[config.mk]
export PLATFORM = sky130hd
export DESIGN_NAME = udm_bus_split
export DESIGN_NICKNAME = d
export VERILOG_FILES = /design/src/rtl/udm_bus_pkg.sv /design/src/rtl/udm_bus_decoder.sv /design/src/rtl/udm_bus_split.sv
export SDC_FILE = /design/constraint.sdc
export NUM_CORES = 1
export LEC_CHECK = 0
export ABC_CLOCK_PERIOD_IN_PS = 5240
export CAP_MARGIN = 20
export CORE_AREA = 2 2 122 124
export DETAILED_ROUTE_END_ITERATION = 8
export DIE_AREA = 0 0 124 126
export SLEW_MARGIN = 15
export SYNTH_ARGS = -nofsm -noshare
export SYNTH_HDL_FRONTEND = slang
export SYNTH_SLANG_ARGS = --single-unit
[constraint.sdc]
create_clock -name clk_i -period 5.24 [get_ports clk_i]
set_input_delay 1.048 -clock clk_i [delete_from_list [all_inputs] [get_ports clk_i]]
set_output_delay 1.048 -clock clk_i [all_outputs]
set_load 0.05 [all_outputs]
[src/rtl/udm_bus_pkg.sv]
// Shared widths, defaults and helpers for the udm bus splitter.
package udm_bus_pkg;
  localparam int DW = 32;
  localparam int BW = 4;
  localparam logic [DW-1:0] ERR_RDATA_DEF = 32'hDEAD_BEEF;

  // Bits needed to hold values 0..n (n is the error slot / full count).
  function automatic int slot_w(input int n);
    return ($clog2(n + 1) < 1) ? 1 : $clog2(n + 1);
  endfunction

  // Slot i at i*0x1000_0000 for up to eight slots; callers cast down to N_SLV*DW.
  function automatic logic [8*DW-1:0] def_base();
    logic [8*DW-1:0] r;
    r = '0;
    for (int i = 0; i < 8; i++) r[i*DW +: DW] = DW'(i) << 28;
    return r;
  endfunction
endpackage

[src/rtl/udm_bus_decoder.sv]
// Address decoder: lowest matching slot wins, N_SLV when nothing matches.
module udm_bus_decoder
  import udm_bus_pkg::*;
#(
  parameter int N_SLV = 4,
  parameter int IW    = slot_w(N_SLV)
) (
  input  logic [DW-1:0]       addr,
  input  logic [N_SLV*DW-1:0] base,
  input  logic [N_SLV*DW-1:0] mask,
  output logic [IW-1:0]       dec_id
);
  always_comb begin
    dec_id = IW'(N_SLV);
    for (int i = N_SLV - 1; i >= 0; i--)
      if ((addr & mask[i*DW +: DW]) == base[i*DW +: DW]) dec_id = IW'(i);
  end
endmodule

[src/rtl/udm_bus_split.sv]
// One master to N_SLV slaves with in-order outstanding reads bound to a single slot,
// plus an internal error slot answering unmapped accesses.
module udm_bus_split
  import udm_bus_pkg::*;
#(
  parameter int                  N_SLV     = 4,
  parameter int                  MAX_OUTST = 4,
  parameter logic [N_SLV*DW-1:0] SLV_BASE  = (N_SLV*DW)'(def_base()),
  parameter logic [N_SLV*DW-1:0] SLV_MASK  = {N_SLV{32'hF000_0000}},
  parameter logic [DW-1:0]       ERR_RDATA = ERR_RDATA_DEF
) (
  input  logic                clk_i,
  input  logic                rst_i,
  input  logic                m_req_i,
  input  logic                m_we_i,
  input  logic [DW-1:0]       m_addr_bi,
  input  logic [BW-1:0]       m_be_bi,
  input  logic [DW-1:0]       m_wdata_bi,
  output logic                m_ack_o,
  output logic                m_resp_o,
  output logic [DW-1:0]       m_rdata_bo,
  output logic [N_SLV-1:0]    s_req_o,
  output logic                s_we_o,
  output logic [DW-1:0]       s_addr_bo,
  output logic [BW-1:0]       s_be_bo,
  output logic [DW-1:0]       s_wdata_bo,
  input  logic [N_SLV-1:0]    s_ack_i,
  input  logic [N_SLV-1:0]    s_resp_i,
  input  logic [N_SLV*DW-1:0] s_rdata_bi,
  output logic                decerr_o
);
  localparam int IW = slot_w(N_SLV);
  localparam int CW = slot_w(MAX_OUTST);

  logic [IW-1:0] dec_id, cur_id;
  logic [CW-1:0] cnt, cnt_eff;
  logic          err_resp, dec_err, cur_err, stall, acc_rd;
  logic          sel_ack, sel_resp;
  logic [DW-1:0] sel_rdata;

  udm_bus_decoder #(.N_SLV(N_SLV), .IW(IW)) u_dec (
    .addr   (m_addr_bi),
    .base   (SLV_BASE),
    .mask   (SLV_MASK),
    .dec_id (dec_id)
  );

  assign s_we_o     = m_we_i;
  assign s_addr_bo  = m_addr_bi;
  assign s_be_bo    = m_be_bi;
  assign s_wdata_bo = m_wdata_bi;

  always_comb begin
    sel_ack   = 1'b0;
    sel_resp  = 1'b0;
    sel_rdata = '0;
    for (int i = 0; i < N_SLV; i++) begin
      if (dec_id == IW'(i)) sel_ack = s_ack_i[i];
      if (cur_id == IW'(i)) begin
        sel_resp  = s_resp_i[i];
        sel_rdata = s_rdata_bi[i*DW +: DW];
      end
    end
  end

  assign dec_err    = (dec_id == IW'(N_SLV));
  assign cur_err    = (cur_id == IW'(N_SLV));
  assign m_resp_o   = (cnt != '0) & (cur_err ? err_resp : sel_resp);
  assign m_rdata_bo = m_resp_o ? (cur_err ? ERR_RDATA : sel_rdata) : '0;

  // The response retiring this cycle frees its slot, so a new request to another
  // slave (or past the full limit) can be accepted in the same cycle.
  assign cnt_eff = cnt - CW'(m_resp_o);
  assign stall   = rst_i | ((cnt_eff != '0) & (dec_id != cur_id))
                 | (!m_we_i & (cnt_eff == CW'(MAX_OUTST)));

  always_comb begin
    s_req_o = '0;
    for (int i = 0; i < N_SLV; i++)
      s_req_o[i] = m_req_i & !stall & (dec_id == IW'(i));
  end

  assign m_ack_o = m_req_i & !stall & (dec_err | sel_ack);
  assign acc_rd  = m_req_i & m_ack_o & !m_we_i;

  always_ff @(posedge clk_i) begin
    if (rst_i) begin
      cnt      <= '0;
      cur_id   <= '0;
      err_resp <= 1'b0;
      decerr_o <= 1'b0;
    end else begin
      cnt      <= cnt + CW'(acc_rd) - CW'(m_resp_o);
      if (acc_rd) cur_id <= dec_id;
      err_resp <= acc_rd & dec_err;
      decerr_o <= m_req_i & m_ack_o & dec_err;
    end
  end
endmodule

# Word level (Yosys, flattened, before mapping)
# Index checks and enable logic that the tools add are counted.
word_totals:
  output_inout_bits: 108
  regBits: 8
  inputBits: 208
  elab_cells: 62
op_classes:
  n_addsub: 3
  n_reduce_logical: 7
  n_mux: 19
  bitwise_logic: 16
  eq_ne: 13
op_table:
  columns: ["cell", "count"]
  rows:
  - ["two-way mux 32 bit", 6]
  - ["logical NOT 32 bit", 1]
  - ["AND 1 bit", 13]
  - ["equality test 3 x 2 -> 1 bit (second input constant)", 4]
  - ["two-way mux 3 bit", 4]
  - ["equality test 3 bit (second input constant)", 3]
  - ["two-way mux 1 bit", 9]
  - ["equality test 4 x 2 -> 1 bit (second input constant)", 2]
  - ["equality test 3 x 1 -> 1 bit (second input constant)", 2]
  - ["logical NOT 3 bit", 2]
  - ["nonzero test 3 bit", 2]
  - ["subtractor 3 x 1 -> 3 bit", 2]
  - ["equality test 4 x 1 -> 1 bit (second input constant)", 1]
  - ["adder 3 x 1 -> 3 bit", 1]
  - ["!= test 3 bit", 1]
  - ["bitwise OR 1 bit", 3]
  - ["logical NOT 1 bit", 2]

# Longest topological paths before layout
depth:
  ltp_word: 19
  depth_mapped: 19
  ltp_nobuf: 17

# Modules after synthesis
# A second synthesis with hierarchy kept.
unflattened:
  cells_unflattened: 626
  area_unflattened_um2: 4575.6
modules_own_cells:
  columns: ["module", "cells_each", "seq_area_each_um2", "area_each_um2", "instances"]
  rows:
  - ["udm_bus_split", 290, 160.2, 2347.3, 1]
  - ["udm_bus_decoder", 336, 0.0, 2228.4, 1]

# Least setup slack after synthesis
# Ideal clock, no wire load.
synth_timing:
  path_type: "input -> output"
  startpoint: "in s_resp_i[3]"
  endpoint: "out s_req_o[0]"
  n_path_buf: 1
  cell_stages: 10
  path_slack_ns: -0.741
  arrival_time_ns: 4.933
  required_ns: 4.192
  cell_sequence: "mux4_2 > nor2b_1 > o21ai_1 > buf_2 > inv_1 > ha_1 > nor3b_1 > a211oi_2 > a31oi_1 > nor4b_1"
synth_between:
  elab_chain_len: 11
  elab_cells_between_ends: 13
  cone_classes: "add/sub (1); eq/ne (1); mux (2); bitwise (7); reduce/logical (2)"
synth_lines:
  columns: ["item", "line", "rtl"]
  rows:
  - ["start, declared", "udm_bus_split.sv:28", "input logic [N_SLV-1:0] s_resp_i,"]
  - ["two-way mux 1 bit *", "udm_bus_split.sv:59", "if (cur_id == IW'(i)) begin"]
  - ["two-way mux 1 bit *", "udm_bus_split.sv:68", "assign m_resp_o = (cnt != '0) & (cur_err ? err_resp : sel_resp);"]
  - ["AND 1 bit *", "udm_bus_split.sv:68", null]
  - ["net m_resp_o", "udm_bus_split.sv:20", "output logic m_resp_o,"]
  - ["subtractor 3 x 1 -> 3 bit *", "udm_bus_split.sv:73", "assign cnt_eff = cnt - CW'(m_resp_o);"]
  - ["nonzero test 3 bit", "udm_bus_split.sv:74", "assign stall = rst_i | ((cnt_eff != '0) & (dec_id != cur_id))"]
  - ["AND 1 bit", "udm_bus_split.sv:74", null]
  - ["bitwise OR 1 bit", "udm_bus_split.sv:74", null]
  - ["bitwise OR 1 bit *", "udm_bus_split.sv:75", "| (!m_we_i & (cnt_eff == CW'(MAX_OUTST)));"]
  - ["logical NOT 1 bit *", "udm_bus_split.sv:80", "s_req_o[i] = m_req_i & !stall & (dec_id == IW'(i));"]
  - ["AND 1 bit * (2 in series)", "udm_bus_split.sv:80", null]
  - ["end, declared", "udm_bus_split.sv:22", "output logic [N_SLV-1:0] s_req_o,"]
# The timed path passes the listed nets; every way through them passes the cells marked *.

# Worst setup path in the final report
layout_timing:
  startpoint: "in s_resp_i[2]"
  endpoint: "out s_req_o[3]"
layout_between:
  elab_chain_len: 12
  elab_cells_between_ends: 14
  cone_classes: "add/sub (1); eq/ne (1); mux (3); bitwise (7); reduce/logical (2)"
layout_lines:
  columns: ["item", "line"]
  rows:
  - ["two-way mux 1 bit * (2 in series)", "udm_bus_split.sv:59"]
  - ["two-way mux 1 bit *", "udm_bus_split.sv:68"]
  - ["AND 1 bit *", "udm_bus_split.sv:68"]
  - ["subtractor 3 x 1 -> 3 bit *", "udm_bus_split.sv:73"]
  - ["nonzero test 3 bit", "udm_bus_split.sv:74"]
  - ["AND 1 bit", "udm_bus_split.sv:74"]
  - ["bitwise OR 1 bit", "udm_bus_split.sv:74"]
  - ["bitwise OR 1 bit *", "udm_bus_split.sv:75"]
  - ["logical NOT 1 bit *", "udm_bus_split.sv:80"]
  - ["AND 1 bit * (2 in series)", "udm_bus_split.sv:80"]
# Every way passes the cells marked *; elsewhere a longest branch is shown, timed or not.

==> run metrics <==
outcome complete, no violations; Sw Pwr about 0.00058 W; Hold Path Class reg2reg; Initial Utilization 16.14%; worst hold slack ~600 ps; final setup fails 0; Switching Fraction 51.41%; Die Ht roughly 130 um; WP data arrival 4010 ps; Synth top area share 23.73%; MaxCap Viol Count 0; GR Layer Usage met1 between 10% and 20%; Worst-Margin Slew 637.6 ps; R2R depth 15; CTS resizes 0; critical path cell sequence clkdlybuf4s50_1 > mux4_2 > nor2b_1 > o21ai_2 > inv_1 > ha_1 > nor3b_1 > a211oi_2 > a31oi_1 > nand2b_1 > nor2_1 > buf_12; M2 GR Usage a little over a fifth; TritonCTS clock tree yes; Pins Over Slew Limit 0; Core Region about 14000 sq um; FF+latch count, synth 8; initial antenna violation count 0; critical path's largest stage delay approximately 480 ps; M3 GR Usage approximately 3.3%; yosys warns 0; DR iter-0 viols just over 50; Die X 124 um; CP max-delay cell mux4_2; layout cell share with drive strength beyond 1 approximately 11%; post-synthesis sequential area ratio under 10%; Synth area leaders buf_4 24%, mux4_2 14%, mux2i_1 9.5%; Vias approximately 2600; worst-case clock buffer depth 2; post-DR wirelength/cell 17.21 um; relative slew slack between 50 and 60%; Total Routed Length roughly 10000 um; critical-path maximum fanout 6; clk root buf clkbuf_16; maximum number of pins on one net before global-route repair 49; Lkg Pwr 1.366 nW; hold path endpoint cnt[2]; Int Pwr roughly 0.00054 W; Cell Pwr Density 281.4 nW/um^2; sum of buffers and inverters on the critical path 3; Power Total around 0.0011 W; crit path launch type primary input; Crit. End Element output port; die area roughly 16000 sq um; CTS Hold Bufs 0; Distinct cells, synth 33; fin crit period around 5000 ps; post-synthesis net count 510; Worst Hold Depth 2; DP Wirelength between 8000 and 9000 um; RSZ-0062 raised after global routing false; WS Path Type in2out; Post-route DRC 0; Synth area leader buf_4; num rows between 40 and 50; first-pass GRT wire length 14550 um; Area Overhead vs Synth 72.37%; Fill cells roughly 1500; Post-DRT Antenna Nets 0; PortBufs about 190; Max rail drop VDD 0.1760 mV; R2R Setup Slk approximately 1100 ps; Worst EP required about 4200 ps; worst-skew pair later-pin latency around 230 ps; syn_area_per_cell slightly below 8 sq um; Gate power share ~80%; total grt overflow 0; worst r2r src cur_id[0]; part of the power in registers under 10%; Top Ports 316; fin nets a little over 600; final hold viol count 0; Tcrit/Tclk final between 90% and 100%; gp weighted congestion 0.7865; Mapped Area roughly 2300 sq um; router iterations before antenna repair 4; total CTS buffers 3; CTS sink cnt 8; Clk pwr share a little under an eighth; # Post-CTS Setup Buffers 0; Core Util, Final approximately 28%; GRT Max-Usage Layer met2; vias per cell 4.377; clk slew on worst S/H paths 40 ps; fmax just under 200 MHz; n_diodes 0; gr usage total 12.03%; CP top delay family simple AND/OR/NAND/NOR gates; vias in the first global route ~2700; worst reg2reg endpoint cnt[2]; H-tree depth 1; Syn Inst Count between 200 and 300; hold wc startpoint cnt[1]; Worst Skew between 0.9 and 1 ps
[layout by cell type (no fill, tap or decap), drive strengths merged, types with 7 or more instances in the layout]
cell type / synthesis / final
nand2b: 15 / 15
mux2i: 22 / 22
nor2b: 13 / 13
o22a: 12 / 12
clkdlybuf4s50: 0 / 173
a21oi: 36 / 36
buf: 79 / 20
nor2: 32 / 32
dfxtp: 8 / 8
mux4: 14 / 14
inv: 7 / 7
a211oi: 18 / 18
[layout make-up]
type                            count  area, sq um  area share [%]
Timing Repair Buffer              193         1944           48.84
Sequential cell                     8        165.2           4.148
Tap cell                          184        230.2           5.783
Clock buffer                        4        78.83           1.980
Inverter                            7        26.28          0.6600
Multi-Input combinational cell    193         1536           38.59
[flip-flops by register name, indices dropped and copies added (netlist names)]
signal    flops
decerr_o      1
err_resp      1
cnt           3
cur_id        3
[kinds of logic after synthesis]
group	share of synthesized area (%)
flops	6.934
buf+inv	27.95
xor+xnor	1.896
fa+ha+maj	2.492
mux	23.19
compound gates	19.88
simple gates	17.66
[worst reg2reg max path: cells and delay by family (launching register included)]
family                     cells  cell delay, ps
AOI/OAI and AO/OA              2             450
muxes                          1             570
buffers and inverters          2             130
DFF                            1             530
adders and majority gates      4            1070
and+or+nand+nor                3             760
xor gates and xnor gates       3             450
[synth_stat cells]
library cell	count
nand2_1	2
nor2b_1	13
dfxtp_1	8
o22a_1	12
fa_1	1
a31oi_1	1
xor2_1	1
ha_1	3
nand2b_1	15
a211oi_2	1
a211o_1	1
clkbuf_1	11
o21ai_1	1
buf_4	73
nor3_1	2
buf_2	6
a211oi_1	17
mux4_2	14
and2_1	1
mux2i_1	22
nor2_1	32
a21oi_1	36
or3b_1	1
o21ai_0	1
or3_1	3
nor3b_1	3
a31o_1	1
nor4b_1	2
nand3_1	1
xnor2_1	4
or4b_1	1
inv_1	7
nor4_1	1
[power by group through the flow]
stage,clock network [W],logic (W),registers (W)
6_report,0.000131,0.000899,0.0000902
3_5_place_dp,0,0.000905,0.0000914
5_1_grt,0.000138,0.000962,0.0000929
4_1_cts,0.000134,0.000909,0.0000905
2_1_floorplan,0,0.000686,0.0000935
3_3_place_gp,0,0.000896,0.0000910
[per-stage QoR]
step / instance area, sq um / setup TNS, ps / setup WS (ps) / cells
floorplan: 2336 / -71.65 / -69.41 / 298
global placement: 3902 / 0 / 284.3 / 585
detailed placement: 3902 / 0 / 218.1 / 585
CTS: 3981 / 0 / 195.4 / 589
global route: 3981 / 0 / 16.81 / 589
finish: 3981 / 0 / 185.1 / 589
[layer usage]
layer / wire length (um) / vias to the layer above
li1: - / 1200
met5: 0 / -
met4: 442 / 0
met3: 898 / 46
met2: 5078 / 138
met1: 3717 / 1194
[worst max-delay path by stage]
stage	start	endpoint	slack, ps	cells past startpoint
2_1_floorplan	s_resp_i[3]	s_req_o[0]	-70	10
3_3_place_gp	s_resp_i[2]	cnt[2]	280	16
3_5_place_dp	s_resp_i[2]	s_req_o[3]	220	12
4_1_cts	s_resp_i[2]	s_req_o[3]	200	12
5_1_grt	s_resp_i[2]	s_req_o[3]	20	12
6_report	s_resp_i[2]	s_req_o[3]	190	12
(Power assumes the default switching activity.)
